### src/rtl/ldtu_decoder_if.sv
// Word-in / sample-out stream bundle for the LiTe-DTU decoder.
// The decoder uses the slave view; the producer/consumer side uses master.
interface ldtu_decoder_if #(
    parameter int Nbits_32 = 32,
    parameter int Nbits_12 = 12
);
    logic [Nbits_32-1:0] DATA_32;
    logic                Load;
    logic                ready_in;
    logic [Nbits_12:0]   DATA_out;
    logic                bas_out;
    logic                valid_out;
    logic                ready_out;

    modport slave (
        input  DATA_32, Load, ready_out,
        output ready_in, DATA_out, bas_out, valid_out
    );

    modport master (
        output DATA_32, Load, ready_out,
        input  ready_in, DATA_out, bas_out, valid_out
    );
endinterface

### src/rtl/ldtu_decoder.sv
// LiTe-DTU back-end decoder: expands each accepted 32-bit word into 13-bit samples, one per cycle.
// Optional saturating error counter enabled by defining DEC_ERR_CNT_EN.
module ldtu_decoder #(
    parameter int Nbits_32 = 32,
    parameter int Nbits_12 = 12,
    parameter int Nbits_6  = 6
`ifdef DEC_ERR_CNT_EN
    ,
    parameter int ERRW     = 16
`endif
) (
    input  logic            CLK,
    input  logic            reset,
    ldtu_decoder_if.slave   dec,
    output logic            code_err,
    output logic            ovf_err
`ifdef DEC_ERR_CNT_EN
    ,
    output logic [ERRW-1:0] err_count
`endif
);

    localparam int SW = Nbits_12 + 1;
    localparam logic [SW-1:0] SYNC_PATTERN = 13'b0101010101010;

    typedef enum logic {EMPTY, EMIT} state_t;

    state_t              state_q, state_d;
    logic [2:0]          cnt_q;
    logic [Nbits_32-1:0] hold_q;
    logic                bas_q;

    logic                valid, ready, fire, accept, ovf_event;
    logic                dec_load, dec_err, dec_bas;
    logic [2:0]          dec_n;
    logic [Nbits_32-1:0] word;

    assign word = dec.DATA_32;

    // Header decode of the word currently on the input bus.
    // NOTE: every always_comb output gets a default first so no path leaves it unassigned (no latch).
    always_comb begin
        dec_load = 1'b0;
        dec_err  = 1'b0;
        dec_bas  = 1'b0;
        dec_n    = 3'd0;
        case (word[31:30])
            2'b01: begin
                dec_load = 1'b1;
                dec_bas  = 1'b1;
                dec_n    = 3'd5;
            end
            2'b10: begin
                if (word[29:24] >= 6'd1 && word[29:24] <= 6'd4) begin
                    dec_load = 1'b1;
                    dec_bas  = 1'b1;
                    dec_n    = word[26:24];
                end else begin
                    dec_err = 1'b1;
                end
            end
            2'b11: ;  // idle/initial word: dropped silently
            default: begin
                if (word[29:26] == 4'b1010) begin
                    dec_load = 1'b1;
                    dec_n    = 3'd2;
                end else if (word[29:26] == 4'b1011 && word[25:13] == SYNC_PATTERN) begin
                    dec_load = 1'b1;
                    dec_n    = 3'd1;
                end else begin
                    dec_err = 1'b1;
                end
            end
        endcase
    end

    // Handshake and next state; a word is accepted in the same cycle the last sample leaves.
    always_comb begin
        state_d   = state_q;
        valid     = (state_q == EMIT);
        ready     = (cnt_q == 3'd0) | ((cnt_q == 3'd1) & dec.ready_out);
        fire      = valid & dec.ready_out;
        accept    = dec.Load & ready;
        ovf_event = dec.Load & ~ready;
        case (state_q)
            EMPTY: if (accept && dec_load) state_d = EMIT;
            EMIT: begin
                if (accept && dec_load)            state_d = EMIT;
                else if (fire && cnt_q == 3'd1)    state_d = EMPTY;
            end
            default: state_d = EMPTY;
        endcase
    end

    // NOTE: sequential state uses non-blocking assignments so all registers update from pre-edge values.
    // NOTE: the holding register is cleared on reset too, so DATA_out never exposes a stale word.
    always_ff @(posedge CLK) begin
        if (reset) begin
            state_q  <= EMPTY;
            cnt_q    <= 3'd0;
            hold_q   <= '0;
            bas_q    <= 1'b0;
            code_err <= 1'b0;
            ovf_err  <= 1'b0;
        end else begin
            state_q  <= state_d;
            code_err <= accept & dec_err;
            ovf_err  <= ovf_err | ovf_event;
            if (accept && dec_load) begin
                hold_q <= word;
                bas_q  <= dec_bas;
                cnt_q  <= dec_n;
            end else if (fire) begin
                hold_q <= bas_q ? (hold_q >> Nbits_6) : (hold_q >> SW);
                cnt_q  <= cnt_q - 3'd1;
            end
        end
    end

    assign dec.ready_in  = ready;
    assign dec.valid_out = valid;
    assign dec.bas_out   = valid & bas_q;
    assign dec.DATA_out  = !valid ? '0
                         : bas_q ? {{(SW-Nbits_6){1'b0}}, hold_q[Nbits_6-1:0]}
                         : hold_q[SW-1:0];

`ifdef DEC_ERR_CNT_EN
    // A registered code_err pulse and a fresh overflow can coincide, giving +2.
    logic [1:0]    err_inc;
    logic [ERRW:0] err_sum;

    assign err_inc = {1'b0, code_err} + {1'b0, ovf_event};
    assign err_sum = {1'b0, err_count} + {{(ERRW-1){1'b0}}, err_inc};

    always_ff @(posedge CLK) begin
        if (reset)            err_count <= '0;
        else if (err_sum[ERRW]) err_count <= '1;
        else                  err_count <= err_sum[ERRW-1:0];
    end
`endif

endmodule
### src/flat_wrapper.sv
// flat-port wrapper written by rule: the top's interface ports become plain ports
module ldtu_decoder_flat 
#(
    parameter int Nbits_32 = 32,
    parameter int Nbits_12 = 12,
    parameter int Nbits_6  = 6

)
  (CLK, reset, code_err, ovf_err, dec_DATA_32, dec_Load, dec_ready_out, dec_ready_in, dec_DATA_out, dec_bas_out, dec_valid_out);
  ldtu_decoder_if #(.Nbits_32(Nbits_32), .Nbits_12(Nbits_12)) dec_i ();
  input  logic CLK;
  input  logic reset;
  output logic code_err;
  output logic ovf_err;
  input wire logic [$bits(dec_i.DATA_32)-1:0] dec_DATA_32;
  input wire logic [$bits(dec_i.Load)-1:0] dec_Load;
  input wire logic [$bits(dec_i.ready_out)-1:0] dec_ready_out;
  output wire logic [$bits(dec_i.ready_in)-1:0] dec_ready_in;
  output wire logic [$bits(dec_i.DATA_out)-1:0] dec_DATA_out;
  output wire logic [$bits(dec_i.bas_out)-1:0] dec_bas_out;
  output wire logic [$bits(dec_i.valid_out)-1:0] dec_valid_out;
  assign dec_i.DATA_32 = dec_DATA_32;
  assign dec_i.Load = dec_Load;
  assign dec_i.ready_out = dec_ready_out;
  assign dec_ready_in = dec_i.ready_in;
  assign dec_DATA_out = dec_i.DATA_out;
  assign dec_bas_out = dec_i.bas_out;
  assign dec_valid_out = dec_i.valid_out;
  ldtu_decoder #(.Nbits_32(Nbits_32), .Nbits_12(Nbits_12), .Nbits_6(Nbits_6)) u_core (.CLK(CLK), .reset(reset), .dec(dec_i), .code_err(code_err), .ovf_err(ovf_err));
endmodule
### config.mk
export PLATFORM = sky130hd
export DESIGN_NAME = ldtu_decoder_flat
export DESIGN_NICKNAME = d
export VERILOG_FILES = /design/src/rtl/ldtu_decoder_if.sv /design/src/rtl/ldtu_decoder.sv /design/src/flat_wrapper.sv
export SDC_FILE = /design/constraint.sdc
export NUM_CORES = 1
export LEC_CHECK = 0
export CORE_ASPECT_RATIO = 1.2
export CORE_MARGIN = 3
export CORE_UTILIZATION = 51
export CTS_CLUSTER_DIAMETER = 50
export CTS_CLUSTER_SIZE = 24
export DETAILED_ROUTE_END_ITERATION = 7
export GPL_TIMING_DRIVEN = 0
export HOLD_SLACK_MARGIN = 0.1
export PLACE_DENSITY_LB_ADDON = 0.1
export SLEW_MARGIN = 10
export SYNTH_ARGS = -nofsm -noshare
export SYNTH_HDL_FRONTEND = slang
export SYNTH_SLANG_ARGS = --single-unit
### constraint.sdc
create_clock -name CLK -period 2.5 [get_ports CLK]
set_input_delay 0.375 -clock CLK [delete_from_list [all_inputs] [get_ports CLK]]
set_output_delay 0.375 -clock CLK [all_outputs]
set_load 0.005 [all_outputs]
==> results.sh <==
export IMPL_num_rows=27
export IMPL_ys_top_cells_by_area="dfxtp_1 30%, mux2i_1 19%, nand2_1 8.7%"
export IMPL_antenna_found_initial=0
export IMPL_setup_viol=0
export IMPL_routed_via_density=5.57
export IMPL_async_flop_share_pct=0
export IMPL_hpwl_um=5040
export IMPL_boundaryPins=54
export IMPL_max_freq_mhz=435
export IMPL_rsz0062_at_grt="false"
export IMPL_hold_viol_final=0
export IMPL_clockRootBuffer="clkbuf_8"
export IMPL_start_util_pct=54.5
export IMPL_hp_class="flop to flop"
export IMPL_synth_cell_types=41
export IMPL_p_leak_nw=1.18
export IMPL_synth_area_um2=2580
export IMPL_start_kind="input pin"
export IMPL_critPathArrivalTime_ns=2.52
export IMPL_die_y_um=83.9
export IMPL_fin_skew_ns=0.00287
export IMPL_routed_wl_um=6480
export IMPL_path_class="input pin to flop"
export IMPL_synth_ff_type="dfxtp_1"
export IMPL_cts_sinks=39
export IMPL_synth_edff_count=0
export IMPL_total_power_mw=1.47
export IMPL_status="complete, no violations"
export IMPL_swShare_pct=27.2
export IMPL_drive_above_1_share_pct=7.95
export IMPL_cts_tree="done"
export IMPL_required_ns=2.72
export IMPL_core_area_um2=4730
export IMPL_cts_hold_buffers=0
export IMPL_grt_use_total_pct=22.1
export IMPL_cts_htree_levels=2
export IMPL_synth_top_area_share_pct=30.3
export IMPL_antenna_cells=0
export IMPL_drv_cap=0
export IMPL_dpl_instance_area_um2=3180
export IMPL_max_slew_margin_rel_pct=67.1
export IMPL_nets=393
export IMPL_grt_pass1_wl_um=10700
export IMPL_netlist_instances=291
export IMPL_ys_ff_latch=39
export IMPL_io_buffers=53
export IMPL_syn_to_final_growth_pct=28.3
export IMPL_die_width_um=70.9
export IMPL_dr_total_vias=2284
export IMPL_die_area_um2=5950
export IMPL_min_period_over_period_pct=92.0
export IMPL_switchingPower_mw=0.400
export IMPL_drcViolationCount=0
export IMPL_synth_largest_area_cell="dfxtp_1"
export IMPL_ant_nets=0
export IMPL_postCtsSetupBuffers=0
export IMPL_cts_buffer_depth=2
export IMPL_clk_insertion_delay_late_ns=0.29
export IMPL_path_max_fanout=10
export IMPL_grt_pass1_vias=2295
export IMPL_finalInstanceArea_um2=3310
export IMPL_ys_seq_area_share_pct=30.3
export IMPL_cts_reportedPaths_clkPinSlew_ns=0.08
export IMPL_overflow=0
export IMPL_powerDensity_nw_per_um2=445
export IMPL_grt_max_degree=12
export IMPL_pwr_share_comb_pct=20.8
export IMPL_avgSynthCellArea_um2=8.86
export IMPL_drt_iter0_markers=135
export IMPL_syn_nets=333
export IMPL_intPower_mw=1.07
export IMPL_cts_made_buffers=5
export IMPL_endpoint_kind="flop"
export IMPL_ir_worst_vdd_v=0.000303
export IMPL_gp_congestion=0.830
export IMPL_yosysWarningCount=0
export IMPL_period_needed_ns=2.30
export IMPL_pwr_share_clk_pct=32.5
export IMPL_sequentialPowerShare_pct=46.7
export IMPL_drt_first_pass_iters=6
export IMPL_slew_violations=0
export IMPL_wl_per_cell_um=15.8
export IMPL_tightest_slew_ns=0.493
==> stage by stage <==
step	hold slack, ns	TNS, ns	worst slack [ns]	util [%]	cells
6_report	0.450	0	0.199	69.9	410
5_1_grt	0.485	0	0.0182	69.9	410
4_1_cts	0.455	0	0.00782	69.5	410
3_5_place_dp	0.445	-13.88	-0.433	67.3	402
3_3_place_gp	0.438	-11.39	-0.375	67.3	402
2_1_floorplan	0.442	0	0.398	-	291
==> final cells by class <==
class / instances / area, µm²
plain buffers: 21 / 173
clock buffers: 8 / 100
fillers: 429 / 1420
inverters: 9 / 33.8
multi-input cells: 222 / 1620
flip-flops and latches: 39 / 781
well taps: 58 / 72.6
repair buffers: 53 / 531
==> worst max-delay path, stage by stage <==
cell and delay [ns]:
clkdlybuf4s50_1 0.49, inv_1 0.14, ha_2 0.24, nand4b_1 0.22
nor4b_4 0.36, a22o_4 0.20, buf_12 0.14, buf_12 0.15
mux2i_1 0.19
==> cells in the final DEF (no fill, tap or decap), types with 2 or more instances in the layout <==
cell / instances
o211ai_1: 20
inv_1: 9
mux2_4: 4
nand2_1: 60
ha_1: 5
nor2b_1: 2
nor2_1: 4
clkbuf_1: 8
a21oi_1: 8
xnor2_1: 2
a2111oi_0: 2
buf_12: 3
nand3_1: 18
clkdlybuf4s50_1: 53
clkbuf_8: 7
a221oi_1: 4
mux2i_1: 49
nand4b_1: 2
dlygate4sd3_1: 5
and2_1: 15
dfxtp_1: 39
buf_2: 4
a21o_1: 3
o21ai_0: 4
==> state kept, by name, indices dropped and copies added (netlist names) <==
| register | count |
|---|---|
| u_core.dec.valid_out | 1 |
| u_core.bas_q | 1 |
| u_core.cnt_q | 3 |
| u_core.code_err | 1 |
| u_core.ovf_err | 1 |
| u_core.hold_q | 32 |
==> path summary, 6_finish.rpt <==
path                    from                 to  slack, ns  cells past startpoint
max          dec_DATA_32[31]   u_core.hold_q[9]       0.20                      9
min           u_core.ovf_err     u_core.ovf_err       0.45                      2
max reg2reg  u_core.cnt_q[0]  u_core.hold_q[24]       0.51                      7
min reg2reg   u_core.ovf_err     u_core.ovf_err       0.45                      2
==> power by group through the flow <==
stage,Clock (mW),Combinational [mW],Sequential (mW)
2_1_floorplan,0,0.177,0.691
4_1_cts,0.483,0.305,0.686
3_5_place_dp,0,0.303,0.700
3_3_place_gp,0,0.297,0.699
5_1_grt,0.518,0.336,0.692
6_report,0.478,0.306,0.687
==> cell families (layout without fill, tap and decap cells) <==
group                      after synthesis  count (layout)  synth area share, %
and+or+nand+nor                        113             113                 22.2
muxes                                   53              53                 21.3
AOI/OAI and AO/OA                       48              48                 14.6
DFF                                     39              39                 30.3
buffers and inverters                   30              91                 8.01
adders and majority gates                6               6                 2.91
xor gates and xnor gates                 2               2                0.679
==> synthesized netlist by cell type (all sizes together) (3+ instances only) <==
cell         number
dlygate4sd3       5
nor2b             3
nand2            60
dfxtp            39
inv               9
nand3            18
clkbuf            7
nor2              4
a21o              3
mux2i            49
ha                6
o211ai           20
a221oi            4
mux2              4
buf               8
o21ai             4
and2             15
a21oi             8
==> routing by layer <==
metal  GRT usage [%]  up-vias  share of wire (%)  wire length [µm]
li1                -     1162                  -                 -
met1            26.9     1060                 44              2850
met2            38.9       53                 50              3250
met3            3.98        9                4.4               285
met4            6.67        0                1.5                96
met5               0        -                  0                 0
==> what timing repair did <==
item,CTS,global route
setup endpoints to repair,32,43
endpoints found under the hold margin,0,0
gates resized for setup,1,4
No activity file was read; power rests on OpenSTA's default activity.
